==> src/rtl/freq_gate_ctrl.sv <==
// freq_gate_ctrl
//   Measurement sequencer for the frequency meter. It opens a gate window of
//   a selectable length and counts rising edges of an external input during
//   that window. It then latches the count with its range tag and a
//   saturation flag, and holds the reading for a display interval before
//   re-arming.
//
// Parameters
//   CLK_FREQ    clk cycles per second; base gate length (range 0)
//   CNT_W       width of the edge counter and of freq_out
//   HOLD_CYCLES cycles a reading is held before re-arm (>= 1)
//
// Ports
//   clk        system clock
//   rst        asynchronous, active-low reset
//   signal     asynchronous input waveform to be measured
//   run        level: 1 = measure continuously, 0 = stop after current one
//   range      gate select: N = CLK_FREQ / {1, 10, 100, 1000}
//   freq_out   raw edge count of the last completed gate
//   range_out  range used for freq_out
//   overflow   last completed gate saturated the counter
//   valid      one-cycle pulse when freq_out/range_out/overflow update
//   gate_open  high for every GATE cycle
//   busy       high in every state except IDLE
module freq_gate_ctrl #(
    parameter int CLK_FREQ    = 50_000_000,
    parameter int CNT_W       = 23,
    parameter int HOLD_CYCLES = 25_000_000
) (
    input  logic             clk,
    input  logic             rst,
    input  logic             signal,
    input  logic             run,
    input  logic [1:0]       range,
    output logic [CNT_W-1:0] freq_out,
    output logic [1:0]       range_out,
    output logic             overflow,
    output logic             valid,
    output logic             gate_open,
    output logic             busy
);

    localparam int N0 = CLK_FREQ;
    localparam int N1 = CLK_FREQ / 10;
    localparam int N2 = CLK_FREQ / 100;
    localparam int N3 = CLK_FREQ / 1000;

    // The gate down-counter only ever holds N-1 <= CLK_FREQ-1.
    localparam int GATE_W = (CLK_FREQ > 1) ? $clog2(CLK_FREQ) : 1;
    localparam int HOLD_W = (HOLD_CYCLES > 1) ? $clog2(HOLD_CYCLES) : 1;

    localparam logic [CNT_W-1:0]  CNT_MAX   = '1;
    localparam logic [HOLD_W-1:0] HOLD_LOAD = HOLD_W'(HOLD_CYCLES - 1);

    // The shortest gate must be at least one cycle and the hold non-empty.
    if (N3 < 1 || HOLD_CYCLES < 1) begin : g_param_check
        $error("freq_gate_ctrl: CLK_FREQ must be >= 1000 and HOLD_CYCLES >= 1");
    end

    typedef enum logic [2:0] {
        S_IDLE,
        S_ARM,
        S_GATE,
        S_LATCH,
        S_HOLD
    } state_t;

    state_t             state;
    logic [GATE_W-1:0]  gate_cnt;
    logic [HOLD_W-1:0]  hold_cnt;
    logic [CNT_W-1:0]   edge_cnt;
    logic               ovf_acc;
    logic [1:0]         range_q;

    logic               sig_p0;
    logic               sig_p1;
    logic               sig_p2;
    logic               rise;

    // Down-counter load value (N-1) for the selected gate length.
    function automatic logic [GATE_W-1:0] gate_load(input logic [1:0] sel);
        case (sel)
            2'd0:    gate_load = GATE_W'(N0 - 1);
            2'd1:    gate_load = GATE_W'(N1 - 1);
            2'd2:    gate_load = GATE_W'(N2 - 1);
            default: gate_load = GATE_W'(N3 - 1);
        endcase
    endfunction

    // Saturating edge count step: returns {overflow, count}. A rise that
    // arrives while the counter is already full only sets the flag.
    function automatic logic [CNT_W:0] sat_count(input logic [CNT_W-1:0] cnt,
                                                 input logic             ovf);
        if (cnt == CNT_MAX)
            sat_count = {1'b1, cnt};
        else
            sat_count = {ovf, cnt + CNT_W'(1)};
    endfunction

    // ---- stage p0/p1: two-flop synchronizer; p2: edge-detect register ----
    always_ff @(posedge clk or negedge rst) begin
        if (!rst) begin
            sig_p0 <= 1'b0;
            sig_p1 <= 1'b0;
            sig_p2 <= 1'b0;
        end else begin
            sig_p0 <= signal;
            sig_p1 <= sig_p0;
            sig_p2 <= sig_p1;
        end
    end

    assign rise = sig_p1 & ~sig_p2;

    // ---- sequencer: gate timing, edge counting, result latch ----
    always_ff @(posedge clk or negedge rst) begin
        if (!rst) begin
            state     <= S_IDLE;
            gate_cnt  <= '0;
            hold_cnt  <= '0;
            edge_cnt  <= '0;
            ovf_acc   <= 1'b0;
            range_q   <= 2'd0;
            freq_out  <= '0;
            range_out <= 2'd0;
            overflow  <= 1'b0;
            valid     <= 1'b0;
            gate_open <= 1'b0;
            busy      <= 1'b0;
        end else begin
            valid <= 1'b0;
            case (state)
                S_IDLE: begin
                    if (run) begin
                        state <= S_ARM;
                        busy  <= 1'b1;
                    end
                end

                S_ARM: begin
                    edge_cnt  <= '0;
                    ovf_acc   <= 1'b0;
                    range_q   <= range;
                    gate_cnt  <= gate_load(range);
                    state     <= S_GATE;
                    gate_open <= 1'b1;
                end

                S_GATE: begin
                    // A rise in the final GATE cycle still lands here.
                    if (rise)
                        {ovf_acc, edge_cnt} <= sat_count(edge_cnt, ovf_acc);
                    if (gate_cnt == '0) begin
                        state     <= S_LATCH;
                        gate_open <= 1'b0;
                    end else begin
                        gate_cnt <= gate_cnt - GATE_W'(1);
                    end
                end

                S_LATCH: begin
                    freq_out  <= edge_cnt;
                    range_out <= range_q;
                    overflow  <= ovf_acc;
                    valid     <= 1'b1;
                    hold_cnt  <= HOLD_LOAD;
                    state     <= S_HOLD;
                end

                S_HOLD: begin
                    // run is only looked at once the hold has expired.
                    if (hold_cnt == '0) begin
                        if (run) begin
                            state <= S_ARM;
                        end else begin
                            state <= S_IDLE;
                            busy  <= 1'b0;
                        end
                    end else begin
                        hold_cnt <= hold_cnt - HOLD_W'(1);
                    end
                end

                default: begin
                    state     <= S_IDLE;
                    gate_open <= 1'b0;
                    busy      <= 1'b0;
                end
            endcase
        end
    end

endmodule

==> config.mk <==
export PLATFORM = sky130hd
export DESIGN_NAME = freq_gate_ctrl
export DESIGN_NICKNAME = d
export VERILOG_FILES = /design/src/rtl/freq_gate_ctrl.sv
export SDC_FILE = /design/constraint.sdc
export NUM_CORES = 1
export LEC_CHECK = 0
export ABC_CLOCK_PERIOD_IN_PS = 3200
export CORE_AREA = 3 3 154 119
export CTS_CLUSTER_DIAMETER = 30
export CTS_CLUSTER_SIZE = 12
export DETAILED_ROUTE_END_ITERATION = 8
export DIE_AREA = 0 0 157 122
export GPL_TIMING_DRIVEN = 0
export SKIP_CTS_REPAIR_TIMING = 1
export SYNTH_ARGS = -nofsm -noshare
export SYNTH_HDL_FRONTEND = slang
export SYNTH_SLANG_ARGS = --single-unit
==> constraint.sdc <==
create_clock -name clk -period 3.2 [get_ports clk]
set_input_delay 0.64 -clock clk [delete_from_list [all_inputs] [get_ports clk]]
set_output_delay 0.64 -clock clk [all_outputs]
set_load 0.03 [all_outputs]
==> results of run 1 <==
==> layout make-up <==
type | count | area, sq um
clock buffers | 13 | 270.3
multi-input cells | 477 | 2868
inverters | 14 | 52.55
clock inverters | 3 | 22.52
flip-flops and latches | 112 | 2803
repair buffers | 37 | 384.1
fillers | 1647 | 9970
well taps | 215 | 269.0
plain buffers | 34 | 136.4
==> final timing paths <==
check / slack [ns] / to / start / cells after the start
worst max-delay path: 0.35 / gate_cnt[23]$_DFFE_PN0P_ / gate_cnt[12]$_DFFE_PN0P_ / 8
worst min-delay path: 0.15 / hold_cnt[4]$_DFFE_PN0P_ / rst / 1
worst max register to register: 0.35 / gate_cnt[23]$_DFFE_PN0P_ / gate_cnt[12]$_DFFE_PN0P_ / 8
worst min register to register: 0.41 / sig_p2$_DFF_PN0_ / sig_p1$_DFF_PN0_ / 0
max in group asynchronous: 2.32 / hold_cnt[2]$_DFFE_PN0P_ / rst / 2
min in group clk: 0.41 / sig_p2$_DFF_PN0_ / sig_p1$_DFF_PN0_ / 0
==> where the power goes <==
group	internal, uW	switching, uW
clock	599	528
sequential	1810	430
combinational	778	1270
==> cells by family after synthesis <==
family	count (synthesis)	synth area share, %
simple gates	293	26.39
compound gates	156	17.45
flops	112	47.83
buf+inv	48	3.224
fa+ha+maj	11	2.349
mux	9	1.559
xor+xnor	8	1.196
==> worst register-to-register path, stage by stage (launching register included) <==
cell and delay (ns):
sky130_fd_sc_hd__dfrtp_1 0.36, sky130_fd_sc_hd__clkbuf_1 0.17, sky130_fd_sc_hd__nor4_1 0.58, sky130_fd_sc_hd__nand4_1 0.31, sky130_fd_sc_hd__o21a_1 0.24, sky130_fd_sc_hd__buf_2 0.19
sky130_fd_sc_hd__nor2_1 0.38, sky130_fd_sc_hd__buf_2 0.34, sky130_fd_sc_hd__a2bb2oi_1 0.20
==> cell usage in the layout (no fill, tap or decap), types with 14 or more instances in the layout <==
cell type,instances
sky130_fd_sc_hd__clkbuf_1,29
sky130_fd_sc_hd__dfrtp_1,112
sky130_fd_sc_hd__nand2_1,110
sky130_fd_sc_hd__or3_1,25
sky130_fd_sc_hd__o21ai_0,34
sky130_fd_sc_hd__inv_1,14
sky130_fd_sc_hd__nor3_1,18
sky130_fd_sc_hd__a21oi_1,39
sky130_fd_sc_hd__clkdlybuf4s50_1,33
sky130_fd_sc_hd__nand3_1,20
sky130_fd_sc_hd__nor2_1,39
sky130_fd_sc_hd__or4_1,22
==> state kept, by name, indices dropped and copies added, names as in the netlist, 2 cells and up <==
name,count
freq_out,23
state,3
edge_cnt,23
range_q,2
hold_cnt,25
gate_cnt,26
range_out,2
==> cell usage after synthesis (all sizes together), types with 7 or more instances <==
master | number | share of area [%]
a21oi | 39 | 3.3
a31oi | 12 | 1.3
clkbuf | 28 | 1.8
dfrtp | 112 | 48
ha | 11 | 2.3
inv | 14 | 0.90
mux2i | 8 | 1.4
nand2 | 110 | 7.0
nand3 | 21 | 1.9
nand4 | 9 | 1.2
nor2 | 39 | 2.5
nor3 | 19 | 1.7
nor4 | 13 | 1.9
o21ai | 37 | 3.2
o22a | 7 | 1.0
o22ai | 7 | 0.75
o31ai | 11 | 1.6
or3 | 25 | 2.7
or4 | 25 | 3.4
==> per-layer routing <==
layer	vias up	routed length, um	global-route usage, %
met5	-	0	0
met4	0	199	3.609
met3	22	974	3.232
met2	195	6923	25.56
met1	2555	7301	23.88
li1	2432	-	-
==> stage by stage <==
stage | power, uW | hold slack, ns
2_1_floorplan | 3595 | 0.3312
3_3_place_gp | 4201 | 0.3806
3_5_place_dp | 4279 | 0.3848
4_1_cts | 5414 | 0.1501
5_1_grt | 5774 | 0.1616
6_report | 5414 | 0.1474
==> results.md, run 1 <==
| Stage | Item | Reported |
|:---|:---|:---|
| worst setup path | Worst path arrival time | 3.12 ns |
| routing | Total length of routed wires | 15.40 mm |
| cts | TritonCTS Buffers | 9 |
| routing | Antenna Violating Nets Remaining | 0 |
| power and ir drop | Worst IR Drop VDD | 417.3 uV |
| placed design | Inst Count DP | 887 |
| sta | Final Critical Period | 2.845 ns |
| routing | Post-detailed-route DRC marker count | 0 |
| cts | Number of buffers on the longest clock path | 2 |
| worst setup path | Cells along the critical path | clkbuf_1, nor4_1, nand4_1, o21a_1, buf_2, nor2_1, buf_2, a2bb2oi_1 |
| routing | Drt first pass iters | 5 |
| finish | Layout cell share with drive strength beyond 1 | 6.812% |
| sta | Transition time at the pin with the least slew margin | 0.7226 ns |
| floorplan | Site row count | 41 |
| worst setup path | Crit Path Max Fanout | 10 |
| global routing | Antenna violations before repair | 0 |
| floorplan | Number of ports placed on the die boundary | 35 |
| run status | Run status | complete, no violations |
| worst setup path | CP top delay family | simple AND/OR/NAND/NOR gates |
| cts | Clock latency reported for the late side of the worst-skew pair | 0.35 ns |
| routing | Vias per cell | 5.750 |
| synth | Async set-or-reset flop fraction in the synthesized netlist | 100.0% |
| worst setup path | CP max stage cell | sky130_fd_sc_hd__nor4_1 |
| cts | Number of levels the H-tree was split into | 3 |
| cts | Cell chosen for the clock root | sky130_fd_sc_hd__clkbuf_16 |
| placed design | Post-DP HPWL | 10.69 mm |
| sta | Max Clock Skew | 0.01120 ns |
| synth | Post-Synthesis Net Count | 654 |
| synth | Post-Syn Area | 5859 sq um |
| worst setup path | Data required time of the critical path | 3.47 ns |
| synth | Fraction of the yosys area taken by sequential cells | 47.83% |
| sta | RSZ-0062 raised after global routing | false |
| finish | Net count, final | 702 |
| floorplan | Die Y-Extent | 122 um |
| routing | Number of DRC markers in iteration 0 | 426 |
| finish | Finished Core Util | 40.57% |
| sta | Total negative setup slack | 0 ns |
| synth | Number of distinct library cell variants in the gate-level netlist after synthesis | 70 |
| worst setup path | Largest stage delay on the critical path | 0.57 ns |
| worst setup path | Cell mode on critical path | sky130_fd_sc_hd__buf_2 |
| synth | Post-Syn Instances | 637 |
| finish | Post-Layout Cell Count | 905 |
| synth | FF+latch count, synth | 112 |
| placed design | Routability cong. | 0.8813 |
| sta | Endpoints failing hold | 0 |
| power and ir drop | Power density normalized to cell area | 795.5 nW/um^2 |
| floorplan | Horizontal die dimension | 157 um |
| placed design | Placed standard-cell area | 6497 sq um |
| sta | Ratio of final minimum period to clock period | 88.92% |
| sta | Count of final max-slew check failures | 0 |
| global routing | Aggregate global-route resource usage | 16.47% |
| cts | Clock slew at reported path FFs | 0.08 ns |
| floorplan | Die ar. | 19150 sq um |
| global routing | Total global routing overflow | 0 |
| placed design | Place WS | 0.2472 ns |
| finish | Final instance area | 6805 sq um |
| floorplan | Core outline area | 16770 sq um |
| global routing | First-pass GRT wire length | 25.67 mm |
| global routing | Pin count of the biggest net entering global routing | 89 |
| synth | Number of flops mapped to enable cells by yosys | 0 |
| worst setup path | Type of destination of the critical path | flip-flop |
| finish | Area delta synth->final | 16.14% |
| synth | Post-synthesis area per instance | 9.198 sq um |
| sta | Slew headroom | 51.83% |
| floorplan | Initial Util | 34.93% |
| sta | Setup WS post-layout | 0.3547 ns |
| routing | Total number of vias | 5204 |
| power and ir drop | Static leakage | 0.002772 uW |
| worst setup path | Launching element type of the critical path | flip-flop |
| worst setup path | Worst path buffer plus inverter count | 3 |
| sta | Setup violation total in the final timing report | 0 |
| synth | Yosys warning count | 0 |
| sta | Upper clock frequency limit | 351.5 MHz |
| job | Max-cap viol count | 0 |
| min path | Worst min path class | in2async |
| worst setup path | Start-to-end type of the worst setup path | reg2reg |
| cts | Sink Count | 112 |
| global routing | Via count of the first global-routing pass | 5023 |
| synth | Top FF cell, synth | sky130_fd_sc_hd__dfrtp_1 |
| routing | Average routed wire per standard cell | 17.01 um |
| cts | CTS tree | done |
| placed design | I/O Buffers | 34 |
| finish | Final antenna diode count | 0 |
Note: power is estimated with default switching activity, not from simulation.
==> run 2: changes to the inputs <==
--- a/config.mk
+++ b/config.mk
@@ -13,6 +13,7 @@
 export DIE_AREA = 0 0 157 122
 export GPL_TIMING_DRIVEN = 0
 export SKIP_CTS_REPAIR_TIMING = 1
+export SLEW_MARGIN = 20
 export SYNTH_ARGS = -nofsm -noshare
 export SYNTH_HDL_FRONTEND = slang
 export SYNTH_SLANG_ARGS = --single-unit
==> run 2 against run 1 <==
Compared with the run above:
- sequential share of layout area shrank 0.15 points
- combinational power is essentially flat
- register-to-register slack lost 0.04 ns
- critical path type unchanged
- clock-buffer cell count shrank 1
- fmax shrank 1.3%
- worst setup slack lost 0.037 ns
- largest power group unchanged
- cell count is the same
- power grew 1.3%
==> results.md, run 2 (synthesized netlist as in run 1, its figures left out) <==
| Stage | Item | Reported | vs previous |
|:---|:---|:---|:---|
| worst setup path | Worst path arrival time | 3.15 ns | +0.03 ns |
| run status | Run status | complete, no violations |  |
| sta | Upper clock frequency limit | 347.0 MHz | -1.3% |
| sta | Slew headroom | 49.54% | -2.3 points |
| finish | Net count, final | 702 | unchanged |
| cts | TritonCTS Buffers | 9 | unchanged |
| finish | Post-Layout Cell Count | 905 | unchanged |
| global routing | Aggregate global-route resource usage | 16.40% | -0.073 points |
| power and ir drop | Switching part of the total power | 40.64% | -0.57 points |
| sta | Endpoints failing hold | 0 | unchanged |
| routing | Number of DRC markers in iteration 0 | 494 | +16% |
| power and ir drop | Internal | 3256 uW | +2.3% |
| worst setup path | Setup slack on the worst flop-to-flop path | 0.32 ns | -0.04 ns |
| cts | Clock slew at reported path FFs | 0.07 ns | about the same |
| global routing | First-pass GRT wire length | 25.53 mm | -0.54% |
| finish | Largest register FFs | 26 | unchanged |
| cts | Cell chosen for the clock root | sky130_fd_sc_hd__clkbuf_16 |  |
| sta | Max Clock Skew | 0.008977 ns | -0.002226 ns |
| floorplan | Site row count | 41 | unchanged |
| finish | Finished Core Util | 40.72% | +0.15 points |
| global routing | Total global routing overflow | 0 | unchanged |
| job | Max-cap viol count | 0 | unchanged |
| worst setup path | Critical R2R Launch | gate_cnt[12]$_DFFE_PN0P_ |  |
| floorplan | Die ar. | 19150 sq um | unchanged |
| worst setup path | Capture point of the worst reg-to-reg path | gate_cnt[23]$_DFFE_PN0P_ |  |
| worst setup path | Cells along the critical path | clkbuf_1, nor4_1, nand4_1, o21a_1, buf_2, nor2_1, buf_2, a2bb2oi_1 |  |
| floorplan | Horizontal die dimension | 157 um | unchanged |
| floorplan | Core outline area | 16770 sq um | unchanged |
| min path | Worst min path class | in2async |  |
| cts | CTS tree | done |  |
| worst setup path | Depth of the most critical reg-to-reg path | 8 | unchanged |
| global routing | Via count of the first global-routing pass | 4979 | -0.88% |
| sta | RSZ-0062 raised after global routing | false |  |
| cts | Number of levels the H-tree was split into | 3 | unchanged |
| placed design | Place WS | 0.2096 ns | -0.03760 ns |
| sta | Ratio of final minimum period to clock period | 90.07% | +1.1 points |
| finish | Reg with most FFs | gate_cnt |  |
| placed design | Post-DP HPWL | 10.72 mm | +0.27% |
| cts | Sink Count | 112 | unchanged |
| finish | Area delta synth->final | 16.57% |  |
| worst setup path | Worst path buffer plus inverter count | 3 | unchanged |
| power and ir drop | NetSw | 2230 uW | about the same |
| worst setup path | Data required time of the critical path | 3.47 ns | about the same |
| sta | Final Critical Period | 2.882 ns | +0.03679 ns |
| power and ir drop | Sequential share of power | 40.8% | -0.5 points |
| sta | Setup WS post-layout | 0.3179 ns | -0.03679 ns |
| worst setup path | CP top delay family | simple AND/OR/NAND/NOR gates |  |
| routing | Total number of vias | 5161 | -0.83% |
| placed design | I/O Buffers | 34 | unchanged |
| routing | Antenna Violating Nets Remaining | 0 | unchanged |
| floorplan | Die Y-Extent | 122 um | unchanged |
| finish | Final antenna diode count | 0 | unchanged |
| routing | Average routed wire per standard cell | 16.95 um | -0.36% |
| power and ir drop | Power density normalized to cell area | 803.2 nW/um^2 | +0.97% |
| floorplan | Number of ports placed on the die boundary | 35 | unchanged |
| power and ir drop | Static leakage | 0.002780 uW | +0.29% |
| routing | Drt first pass iters | 5 | unchanged |
| floorplan | Initial Util | 34.93% | unchanged |
| finish | Total of fill cells in the finished design | 1632 | -0.91% |
| worst setup path | Crit Path Max Fanout | 10 | unchanged |
| finish | Most common cell after layout, fill and taps aside | sky130_fd_sc_hd__dfrtp_1 |  |
| global routing | Pin count of the biggest net entering global routing | 78 | -12% |
| worst setup path | Cell mode on critical path | sky130_fd_sc_hd__buf_2 |  |
| finish | Layout cell share with drive strength beyond 1 | 6.957% | +0.14 points |
| finish | Top Registers | gate_cnt (26), hold_cnt (25) |  |
| routing | Total length of routed wires | 15.34 mm | -0.36% |
| worst setup path | Largest stage delay on the critical path | 0.56 ns | about the same |
| routing | Post-detailed-route DRC marker count | 0 | unchanged |
| power and ir drop | Worst IR Drop VDD | 339.8 uV | -19% |
| worst setup path | Number of gates on the worst path with buffers counted | 8 | unchanged |
| worst setup path | CP max stage cell | sky130_fd_sc_hd__nor4_1 |  |
| sta | Transition time at the pin with the least slew margin | 0.7568 ns | +0.03427 ns |
| finish | Most used cells in the layout excluding fill and tap cells | sky130_fd_sc_hd__dfrtp_1 (112), sky130_fd_sc_hd__nand2_1 (110), sky130_fd_sc_hd__nor2_1 (39), sky130_fd_sc_hd__a21oi_1 (39), sky130_fd_sc_hd__o21ai_0 (34) |  |
| global routing | Antenna violations before repair | 0 | unchanged |
| sta | Count of final max-slew check failures | 0 | unchanged |
| sta | Setup violation total in the final timing report | 0 | unchanged |
| cts | Number of buffers on the longest clock path | 2 | unchanged |
| placed design | Routability cong. | 0.8813 | unchanged |
| routing | Vias per cell | 5.703 | -0.83% |
| cts | Clock latency reported for the late side of the worst-skew pair | 0.35 ns | about the same |
| worst setup path | Type of destination of the critical path | flip-flop |  |
| power and ir drop | Combinational share of power | 37.3% | -0.6 points |
| power and ir drop | Power share of the clock group | 21.9% | +1.1 points |
| worst setup path | Start-to-end type of the worst setup path | reg2reg |  |
| worst setup path | Launching element type of the critical path | flip-flop |  |
| placed design | Inst Count DP | 887 | unchanged |
[run 2: cell types whose count changed in the layout (fill, tap and decap cells not counted), sizes merged]
| cell | before | now |
|---|---|---|
| clkbuf | 41 | 40 |
| clkinv | 1 | 2 |
| clkinvlp | 0 | 1 |
| inv | 16 | 14 |
| bufinv | 0 | 1 |
[run 2: through the flow]
stage	area [sq um]	hold slack (ns)	TNS, ns	power [uW]
floorplan	5859	0.3312	0	3595
global placement	6469	0.3806	-323.44	4201
detailed placement	6497	0.3848	0	4278
CTS	6815	0.1937	0	5491
global route	6830	0.2093	0	5854
finish	6830	0.1860	0	5486
[run 2: worst max path at each step]
| stage | from | endpoint |
|---|---|---|
| floorplan | gate_cnt[0]$_DFFE_PN0P_ | gate_cnt[23]$_DFFE_PN0P_ |
| detailed placement | gate_cnt[0]$_DFFE_PN0P_ | gate_cnt[23]$_DFFE_PN0P_ |
| finish | gate_cnt[12]$_DFFE_PN0P_ | gate_cnt[23]$_DFFE_PN0P_ |
| CTS | gate_cnt[0]$_DFFE_PN0P_ | gate_cnt[23]$_DFFE_PN0P_ |
| global route | gate_cnt[12]$_DFFE_PN0P_ | gate_cnt[23]$_DFFE_PN0P_ |
| global placement | rst | range_q[1]$_DFFE_PN0P_ |
[run 2: layout make-up]
type | instances | area, sq um | area share, %
Clock inverter | 4 | 51.30 | 0.7511
Clock buffer | 12 | 266.5 | 3.902
Timing Repair Buffer | 37 | 384.1 | 5.624
Inverter | 14 | 52.55 | 0.7694
Sequential cell | 112 | 2803 | 41.03
Buffer | 34 | 136.4 | 1.997
Multi-Input combinational cell | 477 | 2868 | 41.99
Tap cell | 215 | 269.0 | 3.938
[run 2: power groups by stage]
stage | logic, uW | clock network (uW) | registers (uW)
after global placement | 1980 | 0 | 2220
after floorplan | 1360 | 0 | 2230
after CTS | 2040 | 1230 | 2220
after detailed placement | 2030 | 0 | 2250
final | 2050 | 1200 | 2240
after global routing | 2280 | 1280 | 2300
[run 2: per-layer routing]
layer / global-route usage [%] / vias up / share of wire (%)
met1: 23.14 / 2508 / 48
met5: 0 / - / 0
li1: - / 2432 / -
met2: 25.56 / 193 / 44
met4: 4.210 / 0 / 1.7
met3: 3.658 / 28 / 6.3
[run 2: worst register-to-register path: stages (launching register included)]
cell	delay, ns
sky130_fd_sc_hd__dfrtp_1	0.36
sky130_fd_sc_hd__clkbuf_1	0.18
sky130_fd_sc_hd__nor4_1	0.57
sky130_fd_sc_hd__nand4_1	0.28
sky130_fd_sc_hd__o21a_1	0.24
sky130_fd_sc_hd__buf_2	0.19
sky130_fd_sc_hd__nor2_1	0.44
sky130_fd_sc_hd__buf_2	0.35
sky130_fd_sc_hd__a2bb2oi_1	0.21
